## src/rtl/cpu_pkg.sv

```systemverilog
// cpu_pkg: shared opcodes, ALU codes, instruction field positions and sequencer states
package cpu_pkg;
   localparam logic [4:0] OP_NOP  = 5'h00;
   localparam logic [4:0] OP_ADD  = 5'h01;
   localparam logic [4:0] OP_ADDI = 5'h02;
   localparam logic [4:0] OP_SUB  = 5'h03;
   localparam logic [4:0] OP_SUBI = 5'h04;
   localparam logic [4:0] OP_AND  = 5'h05;
   localparam logic [4:0] OP_OR   = 5'h06;
   localparam logic [4:0] OP_JMP  = 5'h07;
   localparam logic [4:0] OP_BZ   = 5'h08;
   localparam logic [4:0] OP_HALT = 5'h1f;
   localparam logic [2:0] ALU_ADD = 3'd0;
   localparam logic [2:0] ALU_SUB = 3'd1;
   localparam logic [2:0] ALU_AND = 3'd2;
   localparam logic [2:0] ALU_OR  = 3'd3;
   localparam int OPC_HI = 15;
   localparam int OPC_LO = 11;
   localparam int RD_HI  = 10;
   localparam int RD_LO  = 8;
   localparam int RS_HI  = 7;
   localparam int RS_LO  = 5;
   localparam int IMM_HI = 7;
   localparam int IMM_LO = 0;
   typedef enum logic [2:0] {S_IDLE, S_FETCH, S_DECODE, S_ISSUE, S_WAIT, S_HALT} state_t;
endpackage

```

## src/rtl/cpu_instr_decode.sv

```systemverilog
// cpu_instr_decode: combinational classification of a 16-bit instruction word
module cpu_instr_decode
   import cpu_pkg::*;
(
   input  logic [15:0] instr,
   output logic        is_alu,
   output logic        is_imm,
   output logic        is_jmp,
   output logic        is_bz,
   output logic        is_halt,
   output logic        is_illegal,
   output logic [2:0]  alu_op
);
   logic [4:0] opc;
   always_comb begin
      opc        = instr[OPC_HI:OPC_LO];
      is_alu     = opc >= OP_ADD && opc <= OP_OR;
      is_imm     = opc == OP_ADDI || opc == OP_SUBI;
      is_jmp     = opc == OP_JMP;
      is_bz      = opc == OP_BZ;
      is_halt    = opc == OP_HALT;
      is_illegal = !(opc == OP_NOP || is_alu || is_jmp || is_bz || is_halt);
      alu_op     = (opc == OP_SUB || opc == OP_SUBI) ? ALU_SUB :
                   opc == OP_AND ? ALU_AND : opc == OP_OR ? ALU_OR : ALU_ADD;
   end
endmodule

```

## src/rtl/cpu_seq_ctrl.sv

```systemverilog
// cpu_seq_ctrl: multi-cycle fetch/decode/issue/wait/writeback sequencer owning pc and zero flag
module cpu_seq_ctrl
   import cpu_pkg::*;
#(
   parameter int DWIDTH   = 16,
   parameter int PC_WIDTH = 8,
   parameter int TIMEOUT  = 8
) (
   input  logic                clk,
   input  logic                rst_n,
   input  logic                start,
   input  logic [DWIDTH-1:0]   instr_q,
   input  logic                alu_valid,
   input  logic                alu_zero,
   output logic [PC_WIDTH-1:0] pc,
   output logic                rom_en,
   output logic                rf_rd_en,
   output logic [2:0]          rd_addr,
   output logic [2:0]          rs_addr,
   output logic                alu_mux_en,
   output logic                alu_in_sel,
   output logic [7:0]          offset,
   output logic [2:0]          alu_op,
   output logic                wb_en,
   output logic                busy,
   output logic                halted,
   output logic                fault
);
   state_t              state_q, state_d;
   logic [PC_WIDTH-1:0] pc_q, pc_d;
   logic                zero_q, zero_d, fault_q, fault_d;
   logic [7:0]          cnt_q, cnt_d;
   logic                rom_en_q, rom_en_d, rf_rd_en_q, rf_rd_en_d;
   logic                mux_en_q, mux_en_d, wb_en_q, wb_en_d;
   logic [2:0]          rd_q, rd_d, rs_q, rs_d, op_q, op_d;
   logic [7:0]          off_q, off_d;
   logic                sel_q, sel_d;
   logic                is_alu, is_imm, is_jmp, is_bz, is_halt, is_illegal;
   logic [2:0]          dec_op;
   cpu_instr_decode u_dec (
      .instr      (instr_q[15:0]),
      .is_alu     (is_alu),
      .is_imm     (is_imm),
      .is_jmp     (is_jmp),
      .is_bz      (is_bz),
      .is_halt    (is_halt),
      .is_illegal (is_illegal),
      .alu_op     (dec_op)
   );
   always_comb begin
      state_d    = state_q;
      pc_d       = pc_q;
      zero_d     = zero_q;
      fault_d    = fault_q;
      cnt_d      = cnt_q;
      rd_d       = rd_q;
      rs_d       = rs_q;
      off_d      = off_q;
      op_d       = op_q;
      sel_d      = sel_q;
      rf_rd_en_d = 1'b0;
      mux_en_d   = 1'b0;
      wb_en_d    = 1'b0;
      case (state_q)
         S_IDLE:   if (start) state_d = S_FETCH;
         S_FETCH:  state_d = S_DECODE;
         S_DECODE: begin
            if (is_alu) begin
               rd_d       = instr_q[RD_HI:RD_LO];
               rs_d       = instr_q[RS_HI:RS_LO];
               off_d      = instr_q[IMM_HI:IMM_LO];
               op_d       = dec_op;
               sel_d      = !is_imm;
               rf_rd_en_d = 1'b1;
               state_d    = S_ISSUE;
            end else if (is_halt) begin
               state_d = S_HALT;
            end else begin
               pc_d    = (is_jmp || (is_bz && zero_q)) ? PC_WIDTH'(instr_q[IMM_HI:IMM_LO])
                                                       : pc_q + PC_WIDTH'(1);
               fault_d = fault_q | is_illegal;
               state_d = S_FETCH;
            end
         end
         S_ISSUE: begin
            mux_en_d = 1'b1;
            cnt_d    = '0;
            state_d  = S_WAIT;
         end
         S_WAIT: begin
            if (alu_valid) begin
               wb_en_d = 1'b1;
               zero_d  = alu_zero;
               pc_d    = pc_q + PC_WIDTH'(1);
               state_d = S_FETCH;
            end else if (cnt_q == 8'(TIMEOUT - 1)) begin
               fault_d = 1'b1;
               state_d = S_HALT;
            end else begin
               cnt_d = cnt_q + 8'd1;
            end
         end
         default: ;
      endcase
      rom_en_d = state_d == S_FETCH;
   end
   always_ff @(posedge clk) begin
      if (!rst_n) begin
         state_q    <= S_IDLE;
         pc_q       <= '0;
         zero_q     <= 1'b0;
         fault_q    <= 1'b0;
         cnt_q      <= '0;
         rom_en_q   <= 1'b0;
         rf_rd_en_q <= 1'b0;
         mux_en_q   <= 1'b0;
         wb_en_q    <= 1'b0;
         rd_q       <= '0;
         rs_q       <= '0;
         off_q      <= '0;
         op_q       <= '0;
         sel_q      <= 1'b0;
      end else begin
         state_q    <= state_d;
         pc_q       <= pc_d;
         zero_q     <= zero_d;
         fault_q    <= fault_d;
         cnt_q      <= cnt_d;
         rom_en_q   <= rom_en_d;
         rf_rd_en_q <= rf_rd_en_d;
         mux_en_q   <= mux_en_d;
         wb_en_q    <= wb_en_d;
         rd_q       <= rd_d;
         rs_q       <= rs_d;
         off_q      <= off_d;
         op_q       <= op_d;
         sel_q      <= sel_d;
      end
   end
   assign pc         = pc_q;
   assign rom_en     = rom_en_q;
   assign rf_rd_en   = rf_rd_en_q;
   assign rd_addr    = rd_q;
   assign rs_addr    = rs_q;
   assign alu_mux_en = mux_en_q;
   assign alu_in_sel = sel_q;
   assign offset     = off_q;
   assign alu_op     = op_q;
   assign wb_en      = wb_en_q;
   assign busy       = state_q != S_IDLE && state_q != S_HALT;
   assign halted     = state_q == S_HALT;
   assign fault      = fault_q;
endmodule

```

## config.mk

```make
export PLATFORM = sky130hd
export DESIGN_NAME = cpu_seq_ctrl
export DESIGN_NICKNAME = d
export VERILOG_FILES = /design/src/rtl/cpu_pkg.sv /design/src/rtl/cpu_instr_decode.sv /design/src/rtl/cpu_seq_ctrl.sv
export SDC_FILE = /design/constraint.sdc
export NUM_CORES = 1
export LEC_CHECK = 0
export BUFFER_PORTS_ARGS = -buffer_cell sky130_fd_sc_hd__buf_2
export CAP_MARGIN = 20
export CORE_MARGIN = 1
export CORE_UTILIZATION = 46
export CTS_CLUSTER_DIAMETER = 120
export DETAILED_ROUTE_END_ITERATION = 16
export GPL_ROUTABILITY_DRIVEN = 0
export PLACE_DENSITY = 0.75
export SLEW_MARGIN = 30
export SYNTH_ARGS = -nofsm -noshare
export SYNTH_HDL_FRONTEND = slang
export SYNTH_SLANG_ARGS = --single-unit
export TNS_END_PERCENT = 30
```

## constraint.sdc

```tcl
create_clock -name clk -period 1.7 [get_ports clk]
set_input_delay 0.085 -clock clk [delete_from_list [all_inputs] [get_ports clk]]
set_output_delay 0.085 -clock clk [all_outputs]
set_load 0.05 [all_outputs]
```

==> impl_results.md <==
- CTS Buffer Depth: 2
- Tmin final: around 1.6 ns
- Mapped Cells: 231
- Max-cap violations: 0
- Num rows: 23
- CP Cell Sequence: or4_4 > o31ai_4 > buf_4 > and3_1 > nor3b_2
- Die H: ~66 µm
- Cell Area, Synth: 1909 µm²
- Initial Util: 0.4773
- Yosys top cell by area: dfxtp_1
- Async SR Flop Fraction: 0
- Routed wire length: ~4.3 mm
- CP max FO: 3
- Outcome: completed
- Worst Path Arrival: ~1.9 ns
- Tcrit/Tclk final: 0.9697
- Largest net degree at the start of global routing: 15
- Top FF cell, synth: dfxtp_1
- Residual DRC: 0
- Antenna violations before repair: 0
- Sequential area share after synthesis: 0.4089
- Horiz. Die Dim: about 66 µm
- Max Clock Skew: about 0.0072 ns
- TritonRoute pass-1 iters: 5
- Ant diodes: 0
- Via Count: between 1,500 and 2,000
- Die Area: around 4400 µm²
- Clock latency on the worst-skew pair: around 0.29 ns
- Max-slew violation count: 0
- Hold Violations, Final: 0
- Met1 usage: 0.2809
- Number of routed nets with antenna violations: 0
- Worst vdd ir: between 0.0004 and 0.0005 V
- Avg Inst Size Synth: 8.266 µm²
- Setup_tns: 0 ns
- Startpoint Class: register
- Synth top area share: 0.4089
- Post-synthesis cell type count: 44
- FF+latch count, synth: 39
- IO Port Bufs: 52
- Crit. End Element: register
- CP delay by family, top: simple AND/OR/NAND/NOR gates
- Met3 Use GR: 0.05172
- Endpoints failing setup: 0
- IO Count: 54
- CTS tree: yes
- Final nets: between 300 and 400
- Number of synthesized flops with an enable pin: 0
- Vias in the first global route: around 1,500
- Layout cells sized above 1: 0.3276
- Routed len/inst: between 10 and 15 µm
- # fillers: about 370
- RSZ-0062 raised after global routing: true
- Largest cells by area after synthesis: dfxtp_1 (41%), nand2_1 (8.5%), a21oi_1 (6.3%), mux2i_1 (4.7%), nor2_1 (4.5%)
- Fmax: 606.6 MHz
- HP Class: input pin to register
- Gr usage total: 0.2068
- Met2 Use GR: 0.3112
- Slowest cell on crit path: or4_4
- Count leader, synth: nand2_1
- H-tree levels: 2
- CTS sink cnt: 39
- TritonCTS Buffers: 5
- Vias per cell: approximately 5.2
- HPWL after detailed placement: 3.160 mm
- WS Path Type: register to register
- YS warnings: 0
- Starting DRC count in detailed routing: 96
- Most common library cells after synthesis: nand2_1 (43), dfxtp_1 (39), a21oi_1 (24)
- Power, Total: between 1500 and 2000 µW
- Clock Tree Root: clkbuf_8
- Pwr Density: roughly 750 nW/µm²
- P&R area growth vs syn: 24.64%
- Worst-path clk slew: around 0.070 ns
- Gr ovfl total: 0
- Core area: 4000 µm²
- Worst EP required: about 1.9 ns
- Crit-path max cell delay: roughly 0.55 ns
- First-pass GRT wire length: 6.913 mm
- Static leakage: ~0.0011 µW
- CP bufs+invs: 1
- Post-Syn Nets: 254
- Global-route layer with the greatest usage: met2
-- metrics by stage --
| step | worst slack [ns] | utilization | instances | hold WS (ns) | area [µm²] |
|---|---|---|---|---|---|
| 4_1_cts | 0.03981 | 0.5877 | 343 | 0.02362 | 2351 |
| 3_5_place_dp | -0.003161 | 0.5671 | 335 | 0.3343 | 2268 |
| 2_1_floorplan | 0.05565 | - | 231 | 0.2210 | 1912 |
| 6_report | 0.05146 | 0.5949 | 343 | 0.02560 | 2380 |
| 5_1_grt | -0.04998 | 0.5949 | 343 | 0.03361 | 2380 |
| 3_3_place_gp | 0.05263 | 0.5671 | 335 | 0.3300 | 2268 |
-- worst register-to-register path, delay by kind of cell (launching register included) --
family | cells | cell delay (ns)
AND/OR/NAND/NOR | 3 | 0.89
flip-flops | 1 | 0.32
AO/OA/AOI/OAI | 1 | 0.21
buffers and inverters | 1 | 0.16
-- flip-flops by register name, indices dropped and copies added, names as in the netlist --
name / flops
rom_en: 1
alu_mux_en: 1
wb_en: 1
rd_addr: 3
cnt_q: 8
zero_q: 1
alu_in_sel: 1
state_q: 3
pc: 8
fault: 1
rf_rd_en: 1
alu_op: 2
rs_addr: 3
offset: 5
-- power by group --
| part | switching (µW) | internal, µW |
|---|---|---|
| Combinational | 154 | 80.2 |
| Clock | 308 | 288 |
| Sequential | 15.1 | 930 |
-- placed cells by master (no fill, tap or decap), types with 2 or more instances in the layout --
| cell type | count |
|---|---|
| o21ai_0 | 2 |
| dfxtp_2 | 4 |
| xnor2_1 | 7 |
| clkbuf_8 | 5 |
| nand2_2 | 3 |
| nor2_1 | 23 |
| ha_1 | 2 |
| nand3_1 | 8 |
| buf_2 | 52 |
| or2_2 | 3 |
| and2_1 | 3 |
| a31oi_1 | 2 |
| buf_4 | 16 |
| nand3b_1 | 3 |
| o21a_1 | 3 |
| and3_1 | 3 |
| nand4_1 | 3 |
| nand2_1 | 41 |
| clkbuf_1 | 2 |
| nor3_1 | 4 |
| o22ai_1 | 7 |
| mux2i_1 | 9 |
| inv_1 | 4 |
| or3_1 | 2 |
| dfxtp_1 | 35 |
| xor2_1 | 2 |
| nor3b_2 | 3 |
| a21oi_1 | 24 |
-- repair_timing --
| action | CTS | global route |
|---|---|---|
| buffers inserted | 0 | 0 |
| gates resized for setup | 1 | 8 |
| setup endpoints to repair | 7 | 11 |
| pin swaps | 0 | 1 |
| hold buffers | 0 | 0 |
-- logic make-up after synthesis --
kind of cell | synth area share
AOI/OAI and AO/OA | 0.1579
xor gates and xnor gates | 0.04129
adders and majority gates | 0.01310
buffers and inverters | 0.05701
DFF | 0.4089
muxes | 0.04718
other | 0.001964
and+or+nand+nor | 0.2726
-- area by class of cell --
cell class / instances / area, µm² / area share
multi-input combinational: 173 / 1044 / 0.4385
timing repair buffer: 69 / 391.6 / 0.1646
clock inverter: 1 / 5.005 / 0.002103
clock buffer: 7 / 76.32 / 0.03207
sequential: 39 / 785.8 / 0.3302
inverter: 4 / 15.01 / 0.006309
tap: 50 / 62.56 / 0.02629
-- metal layers --
layer | vias up | wire, µm
li1 | 917 | -
met1 | 825 | 2076
met2 | 46 | 1930
met3 | 9 | 225
met4 | 0 | 76
met5 | - | 0
-- path summary, 6_finish.rpt --
path,startpoint,endpoint,slack (ns),cells after the start
max,cnt_q[3]$_SDFFE_PN0P_,rom_en$_SDFF_PN0_,0.05,5
min,instr_q[9],rd_addr[1]$_SDFFE_PN0P_,0.03,3
min reg2reg,rd_addr[1]$_SDFFE_PN0P_,rd_addr[1]$_SDFFE_PN0P_,0.45,2
max reg2reg,cnt_q[3]$_SDFFE_PN0P_,rom_en$_SDFF_PN0_,0.05,5
No activity file was read; power rests on OpenSTA's default activity.
